==> config.mk <==
export PLATFORM = sky130hd
export DESIGN_NAME = two_phase_master
export DESIGN_NICKNAME = d
export VERILOG_FILES = /design/src/rtl/two_phase_pkg.sv /design/src/rtl/two_phase_master_sync_ff.sv /design/src/rtl/two_phase_master.sv
export SDC_FILE = /design/constraint.sdc
export NUM_CORES = 1
export LEC_CHECK = 0
export CORE_MARGIN = 5
export CORE_UTILIZATION = 40
export DETAILED_ROUTE_END_ITERATION = 6
export PLACE_DENSITY = 0.66
export SYNTH_ARGS = -nofsm -noshare
export SYNTH_HDL_FRONTEND = slang
export SYNTH_SLANG_ARGS = --single-unit
==> constraint.sdc <==
create_clock -name clk -period 3.5 [get_ports clk]
set_input_delay 0.525 -clock clk [delete_from_list [all_inputs] [get_ports clk]]
set_output_delay 0.525 -clock clk [all_outputs]
set_load 0.1 [all_outputs]
==> src/rtl/two_phase_pkg.sv <==
// Shared types and defaults for the two-phase req/ack handshake blocks.
package two_phase_pkg;

  // Initiator FSM states.
  typedef enum logic [1:0] {
    IDLE     = 2'd0,
    SETUP    = 2'd1,
    WAIT_ACK = 2'd2,
    ERROR    = 2'd3
  } state_t;

  // Default parameter values shared by the initiator and its users.
  localparam int unsigned DEF_DATA_W      = 8;
  localparam int unsigned DEF_SYNC_STAGES = 2;
  localparam int unsigned DEF_TIMEOUT     = 1023;
  localparam int unsigned DEF_CNT_W       = 16;

endpackage : two_phase_pkg

==> src/rtl/two_phase_master_sync_ff.sv <==
// Reset-to-0 flop chain for bringing a single asynchronous bit into the clk domain.
module sync_ff #(
  parameter int unsigned STAGES = 2
) (
  input  logic clk,
  input  logic rst_n,
  input  logic d,
  output logic q
);

  logic [STAGES-1:0] chain;

  // Shift the asynchronous input through STAGES flops; oldest sample is the output.
  always_ff @(posedge clk or negedge rst_n) begin
    if (!rst_n) begin
      chain <= '0;
    end else begin
      chain <= {chain[STAGES-2:0], d};
    end
  end

  assign q = chain[STAGES-1];

endmodule : sync_ff

==> src/rtl/two_phase_master.sv <==
// Clocked initiator for a two-phase req/ack handshake.
//
// Local port handshake: a transfer is accepted on a rising clk edge where
// start && ready are both high; data_in is sampled on that same edge.
// ready depends only on the FSM state, so it never combinationally follows
// start. start while ready is low is dropped, not queued.
//
// Remote side: each req toggle announces one bundled data_out word; the
// transfer retires when the synchronized ack equals req again. data_out is
// held from acceptance until the next accepted start.
//
// Reset drives req low immediately; the responder downstream must be reset
// at the same time or the req/ack phases will disagree afterwards.
import two_phase_pkg::*;

module two_phase_master #(
  parameter int unsigned DATA_W      = DEF_DATA_W,
  parameter int unsigned SYNC_STAGES = DEF_SYNC_STAGES,
  parameter int unsigned TIMEOUT     = DEF_TIMEOUT,
  parameter int unsigned CNT_W       = DEF_CNT_W
) (
  input  logic              clk,
  input  logic              rst_n,
  input  logic              start,
  output logic              ready,
  input  logic [DATA_W-1:0] data_in,
  output logic              req,
  output logic [DATA_W-1:0] data_out,
  input  logic              ack,
  output logic              done,
  output logic              timeout_err,
  input  logic              err_clr,
  output logic [CNT_W-1:0]  txn_count,
  output state_t            state_dbg
);

  // Timeout counter must be able to hold TIMEOUT itself.
  localparam int unsigned TW = $clog2(TIMEOUT + 1);
  // Last count value before the timeout fires; comparing against this avoids
  // needing the incremented value in the compare.
  localparam logic [TW-1:0] T_LAST = TW'(TIMEOUT - 1);

  state_t          state;
  logic [TW-1:0]   tcnt;
  logic            ack_s;
  logic            phase_match;

  sync_ff #(
    .STAGES (SYNC_STAGES)
  ) u_ack_sync (
    .clk   (clk),
    .rst_n (rst_n),
    .d     (ack),
    .q     (ack_s)
  );

  assign phase_match = (ack_s == req);
  assign ready       = (state == IDLE);
  assign state_dbg   = state;

  // Handshake FSM: all outputs except ready are registered here.
  always_ff @(posedge clk or negedge rst_n) begin
    if (!rst_n) begin
      state       <= IDLE;
      req         <= 1'b0;
      data_out    <= '0;
      done        <= 1'b0;
      timeout_err <= 1'b0;
      txn_count   <= '0;
      tcnt        <= '0;
    end else begin
      done <= 1'b0;
      case (state)
        IDLE: begin
          if (start) begin
            data_out <= data_in;
            state    <= SETUP;
          end
        end

        // One cycle of data setup before the request edge.
        SETUP: begin
          req   <= ~req;
          tcnt  <= '0;
          state <= WAIT_ACK;
        end

        // Retire takes priority over a timeout landing in the same cycle.
        WAIT_ACK: begin
          if (phase_match) begin
            done      <= 1'b1;
            txn_count <= txn_count + 1'b1;
            state     <= IDLE;
          end else if (tcnt == T_LAST) begin
            timeout_err <= 1'b1;
            state       <= ERROR;
          end else begin
            tcnt <= tcnt + 1'b1;
          end
        end

        // Leave only once the phases agree again, so the next req toggle
        // starts from a consistent handshake; a late ack is not counted.
        ERROR: begin
          if (err_clr && phase_match) begin
            timeout_err <= 1'b0;
            state       <= IDLE;
          end
        end

        default: begin
          state <= IDLE;
        end
      endcase
    end
  end

endmodule : two_phase_master

==> results of run 1 <==
-- worst paths after layout --
kind | to | slack [ps] | cells after the start
min | tcnt[8] | 350 | 1
max reg2reg | txn_count[12] | 1740 | 4
max | state_dbg[1] | 1020 | 1
max in group asynchronous | txn_count[14] | 2590 | 1
min reg2reg | u_ack_sync.chain[1] | 360 | 0
min in group clk | u_ack_sync.chain[1] | 360 | 0
-- metrics by stage --
step	std cells	util (%)	hold slack (ps)	area [sq um]
2_1_floorplan	165	-	229	1910
3_3_place_gp	258	50.6	334	2370
3_5_place_dp	258	50.6	342	2370
4_1_cts	266	53.0	359	2490
5_1_grt	266	53.0	373	2490
6_report	266	53.0	354	2490
-- cells in the final DEF (no fill, tap or decap), types with 2 or more instances in the layout --
cell and n:
a31oi_1 5, xnor2_1 13, nor2_1 7, nor4_1 3, xor2_1 4, dfrtp_1 41
nand2_1 12, o211ai_1 2, clkbuf_8 6, o21ai_0 7, and3_1 2, o31ai_1 4
inv_1 2, mux2_2 9, clkdlybuf4s50_1 40, nand4_1 7, nor2b_1 2, nand3b_1 2
nand2b_1 2, ha_1 3, and2_1 2, nor3_1 3, or3_1 3, nand3_1 9
-- final cells by class --
class	instances	area share [%]
well taps	54	2.71
clock inverters	1	1.21
flip-flops and latches	41	41.2
repair buffers	42	16.6
inverters	2	0.302
multi-input cells	119	34.5
clock buffers	7	3.47
-- worst reg2reg max path: stages (launching register included) --
cell,delay [ps]
dfrtp_1,450
xor2_2,260
nor4_1,570
nand4_1,210
xnor2_1,160
-- sequential cells by signal (all words and copies together) (netlist names) --
name / flops
done: 1
req: 1
timeout_err: 1
tcnt: 10
txn_count: 16
state_dbg: 2
data_out: 8
u_ack_sync.chain: 2
-- per-layer routing --
metal  vias to the layer above  wire length [microns]  GRT usage (%)  part of all wire, %
li1                        691                      -              -                    -
met1                       666                   1810           18.3                   48
met2                        24                   1770           20.2                   47
met3                         5                    116           3.17                  3.1
met4                         0                     48           5.15                  1.3
met5                         -                      0              0                    0
-- cells by family (layout without fill, tap and decap cells) --
family | after synthesis | in the layout | synth area share (%)
flops | 41 | 41 | 53.7
xor+xnor | 18 | 18 | 8.64
fa+ha+maj | 3 | 3 | 1.96
buf+inv | 5 | 52 | 1.44
simple gates | 61 | 61 | 18.3
compound gates | 27 | 27 | 9.49
mux | 10 | 10 | 6.48
==> impl_metrics.yaml, run 1 <==
status:
  outcome: "completed"
critical_path:
  path_delay_family: "buffers and inverters"
  path_max_fanout: 8
  cp.required_ps: 2970
  crit_path_start: "state_dbg[1]"
  cp_slowest_stage_delay_ps: 1190
  cpMaxStageDelayCell: "clkdlybuf4s50_1"
  arrival_ps: 1950
  cp-end-kind: "primary output"
  crit_chain: "clkdlybuf4s50_1"
  startpoint_type: "register"
  crit_type: "reg2out"
  reg2reg_from: "req"
  critPathBufInv: 1
yosys:
  synth_top_area_share_pct: 53.7
  synth_area_leader_cell: "dfrtp_1"
  synth-main-ff-cell: "dfrtp_1"
  syn-num-nets: 181
  synth_area_leaders: "dfrtp_1 (54%), xnor2_1 (6.0%), mux2_2 (5.3%), nand3_1 (2.4%), nand2_1 (2.4%)"
  synth_cells: 165
  yosysWarnings: 0
  async_reset_ff_share_pct: 100
  synthDistinctLibCells: 43
  synth_enable_flop_cells: 0
  synth-seq-area-share_pct: 53.7
  ys_seq_elements: 41
  synthesis.area_sq_um: 1910
  syn_avg_cell_area_sq_um: 11.6
  yosysMostFrequentCell: "dfrtp_1"
  synth_commonest_cells: "dfrtp_1 (41), xnor2_1 (13), nand2_1 (12)"
clock_tree:
  clock-sinks: 41
  insertion_delay_ps: 280
  clockBufferDepth: 2
  cts_resized: 0
  cts_made_buffers: 5
  root_buffer: "clkbuf_8"
  clkSlewWorstSetupHoldPaths_ps: 80
  postCtsSetupBuffers: 0
  ctsHoldBuffers: 0
  htreeDepth: 2
  cts_tree: "done"
layout:
  seqCellArea_sq_um: 1030
  n_antenna_cell: 0
  multi_input_area_sq_um: 858
  fill_cells: 424
  areaGrowthSynthToFinish_pct: 30.2
  nNetsFinal: 227
  layout-drive-gt1-share_pct: 11.8
die:
  die_x_microns: 79.1
  start_util_pct: 40.7
  rows: 25
  pin_count: 43
  die_area_sq_um: 6260
  dieHeight_microns: 79.1
  fp.coreArea_sq_um: 4690
timing:
  setup_ws_ps: 1020
  min_period_over_period_pct: 70.8
  finalSetupTns_ps: 0
  fmax_mhz: 403
  slew_violations: 0
  timing.final.hold_violations: 0
  period_minus_slack_ps: 2480
  setup_viol: 0
  max_slew_margin_pct: 33.9
  worst_pin_slew_ps: 988
  rsz0062_at_grt: "no"
  skew_ps: 4.94
place:
  gp_congestion: 0.727
  port_buffers: 42
  place_hpwl_microns: 2760
  dp_slack_ps: 1320
global_route:
  grt_first_pass_wirelength_microns: 6560
  grt_pass1_vias: 1392
  overflow: 0
  track_usage_pct: 13.3
  grt_max_degree: 42
  antenna_found_initial: 0
routing:
  drtIter0Drc: 67
  vias_per_cell: 5.21
  ant_nets: 0
  wirelength_microns: 3750
  wire_per_inst_microns: 14.1
  route.detailed.drc: 0
  dr_total_vias: 1386
  drt_pass1_iterations: 4
flow_run:
  maxCapViolCount: 0
hold_path:
  hold_path.class: "in2async"
Power of run 1 is not shown: default switching activity piles up to over one toggle a cycle in this logic, so the estimate is an artifact.
==> run 2: changes to the inputs <==
PLACE_DENSITY = 0.68   (was 0.66)
clock period = 2.15 ns   (was 3.5 ns; I/O delays follow)
==> run 2 against run 1 <==
Against the previous run: sequential share of layout area rose by 0.80 points; global-route usage rose by 0.88 points; non-clock buffer count rose by 3; cell count rose by 1.1%; wire length rose by 5.2%; via count rose by 2.8%; first-iteration DRC count rose by 13%.
==> impl_metrics.yaml, run 2 (synthesized netlist as in run 1, its figures left out) <==
layout:
  n_antenna_cell: 0
  top_regs: "txn_count (16), tcnt (10), data_out (8)"
  final_cell_mix: "dfrtp_1 (36), buf_4 (33), xnor2_1 (13)"
  final_common_cell: "dfrtp_1"
  nNetsFinal: 230
  layout-drive-gt1-share_pct: 29.8
  final_cells: 269
  largest_reg_flops: 16
  regMostFlops: "txn_count"
  areaGrowthSynthToFinish_pct: 28.5
routing:
  drtIter0Drc: 76
  wirelength_microns: 3950
  vias_per_cell: 5.30
  wire_per_inst_microns: 14.7
  route.detailed.drc: 0
  dr_total_vias: 1425
  ant_nets: 0
  drt_pass1_iterations: 4
critical_path:
  r2r_cells: 4
  cp-end-kind: "register"
  crit_path_start: "state_dbg[0]"
  startpoint_type: "register"
  r2r-end: "txn_count[12]"
  path_max_fanout: 11
  crit_type: "reg2reg"
  rrSetupSlack_ps: 430
  cp.required_ps: 2340
  reg2reg_from: "state_dbg[0]"
  arrival_ps: 1900
global_route:
  grt_max_degree: 37
  overflow: 0
  track_usage_pct: 14.1
  grt_pass1_vias: 1436
  grt_first_pass_wirelength_microns: 6850
  antenna_found_initial: 0
timing:
  timing.final.hold_violations: 0
  max_slew_margin_pct: 48.2
  rsz0062_at_grt: "no"
  period_minus_slack_ps: 1720
  finalSetupTns_ps: 0
  min_period_over_period_pct: 79.9
  fmax_mhz: 582
  slew_violations: 0
  setup_viol: 0
  worst_pin_slew_ps: 777
  skew_ps: 3.31
die:
  die_area_sq_um: 6260
  die_x_microns: 79.1
  pin_count: 43
  dieHeight_microns: 79.1
  start_util_pct: 40.7
  rows: 25
  fp.coreArea_sq_um: 4690
clock_tree:
  clkSlewWorstSetupHoldPaths_ps: 80
  ctsHoldBuffers: 0
  clockBufferDepth: 2
  htreeDepth: 2
  cts_tree: "done"
  insertion_delay_ps: 300
  clock-sinks: 41
  cts_resized: 0
  postCtsSetupBuffers: 0
  root_buffer: "clkbuf_8"
  cts_made_buffers: 5
place:
  gp_congestion: 0.738
  place_hpwl_microns: 2940
  place_inst: 261
  port_buffers: 42
status:
  outcome: "completed"
hold_path:
  hold_path.class: "in2async"
flow_run:
  maxCapViolCount: 0
==> run 2: changes by cell type in the layout (fill, tap and decap cells not counted), sizes merged <==
| cell | previous run | this run |
|---|---|---|
| buf | 2 | 34 |
| clkinvlp | 0 | 1 |
| clkdlybuf4s50 | 40 | 11 |
| clkbuf | 7 | 6 |
==> run 2: layout make-up <==
type	instances	area, sq um
Inverter	2	7.51
Clock buffer	6	82.6
Timing Repair Buffer	45	363
Multi-Input combinational cell	119	866
Clock inverter	2	37.5
Sequential cell	41	1030
Tap cell	54	67.6
Fill cell	435	2240
==> run 2: critical path: stages (launching register included) <==
cell      delay [ps]
dfrtp_2          470
nand2b_4         230
nor4_1           560
nand4_1          180
xnor2_1          150
==> run 2: how the worst max path moves through the flow <==
stage                     slack (ps)  cells after the start            end
after floorplan                   90                      4  txn_count[12]
after global placement           460                      4  txn_count[12]
after detailed placement         450                      4  txn_count[14]
after CTS                        430                      4  txn_count[14]
after global routing             310                      4  txn_count[14]
final                            430                      4  txn_count[12]
==> run 2: metal layers <==
layer,up-vias,routed length [microns],GRT usage [%]
li1,699,-,-
met1,686,1870,18.6
met2,33,1790,21.5
met3,7,195,3.97
met4,0,86,6.70
met5,-,0,0
==> run 2: through the flow <==
stage	utilization [%]	worst slack [ps]	area, sq um	hold WS [ps]
after floorplan	-	88.3	1930	26.9
after global placement	49.8	457	2340	339
after detailed placement	49.8	454	2340	342
after CTS	52.3	432	2460	115
after global routing	52.3	306	2460	149
final	52.3	431	2460	94.2
Power of run 2 is left out for the same reason.
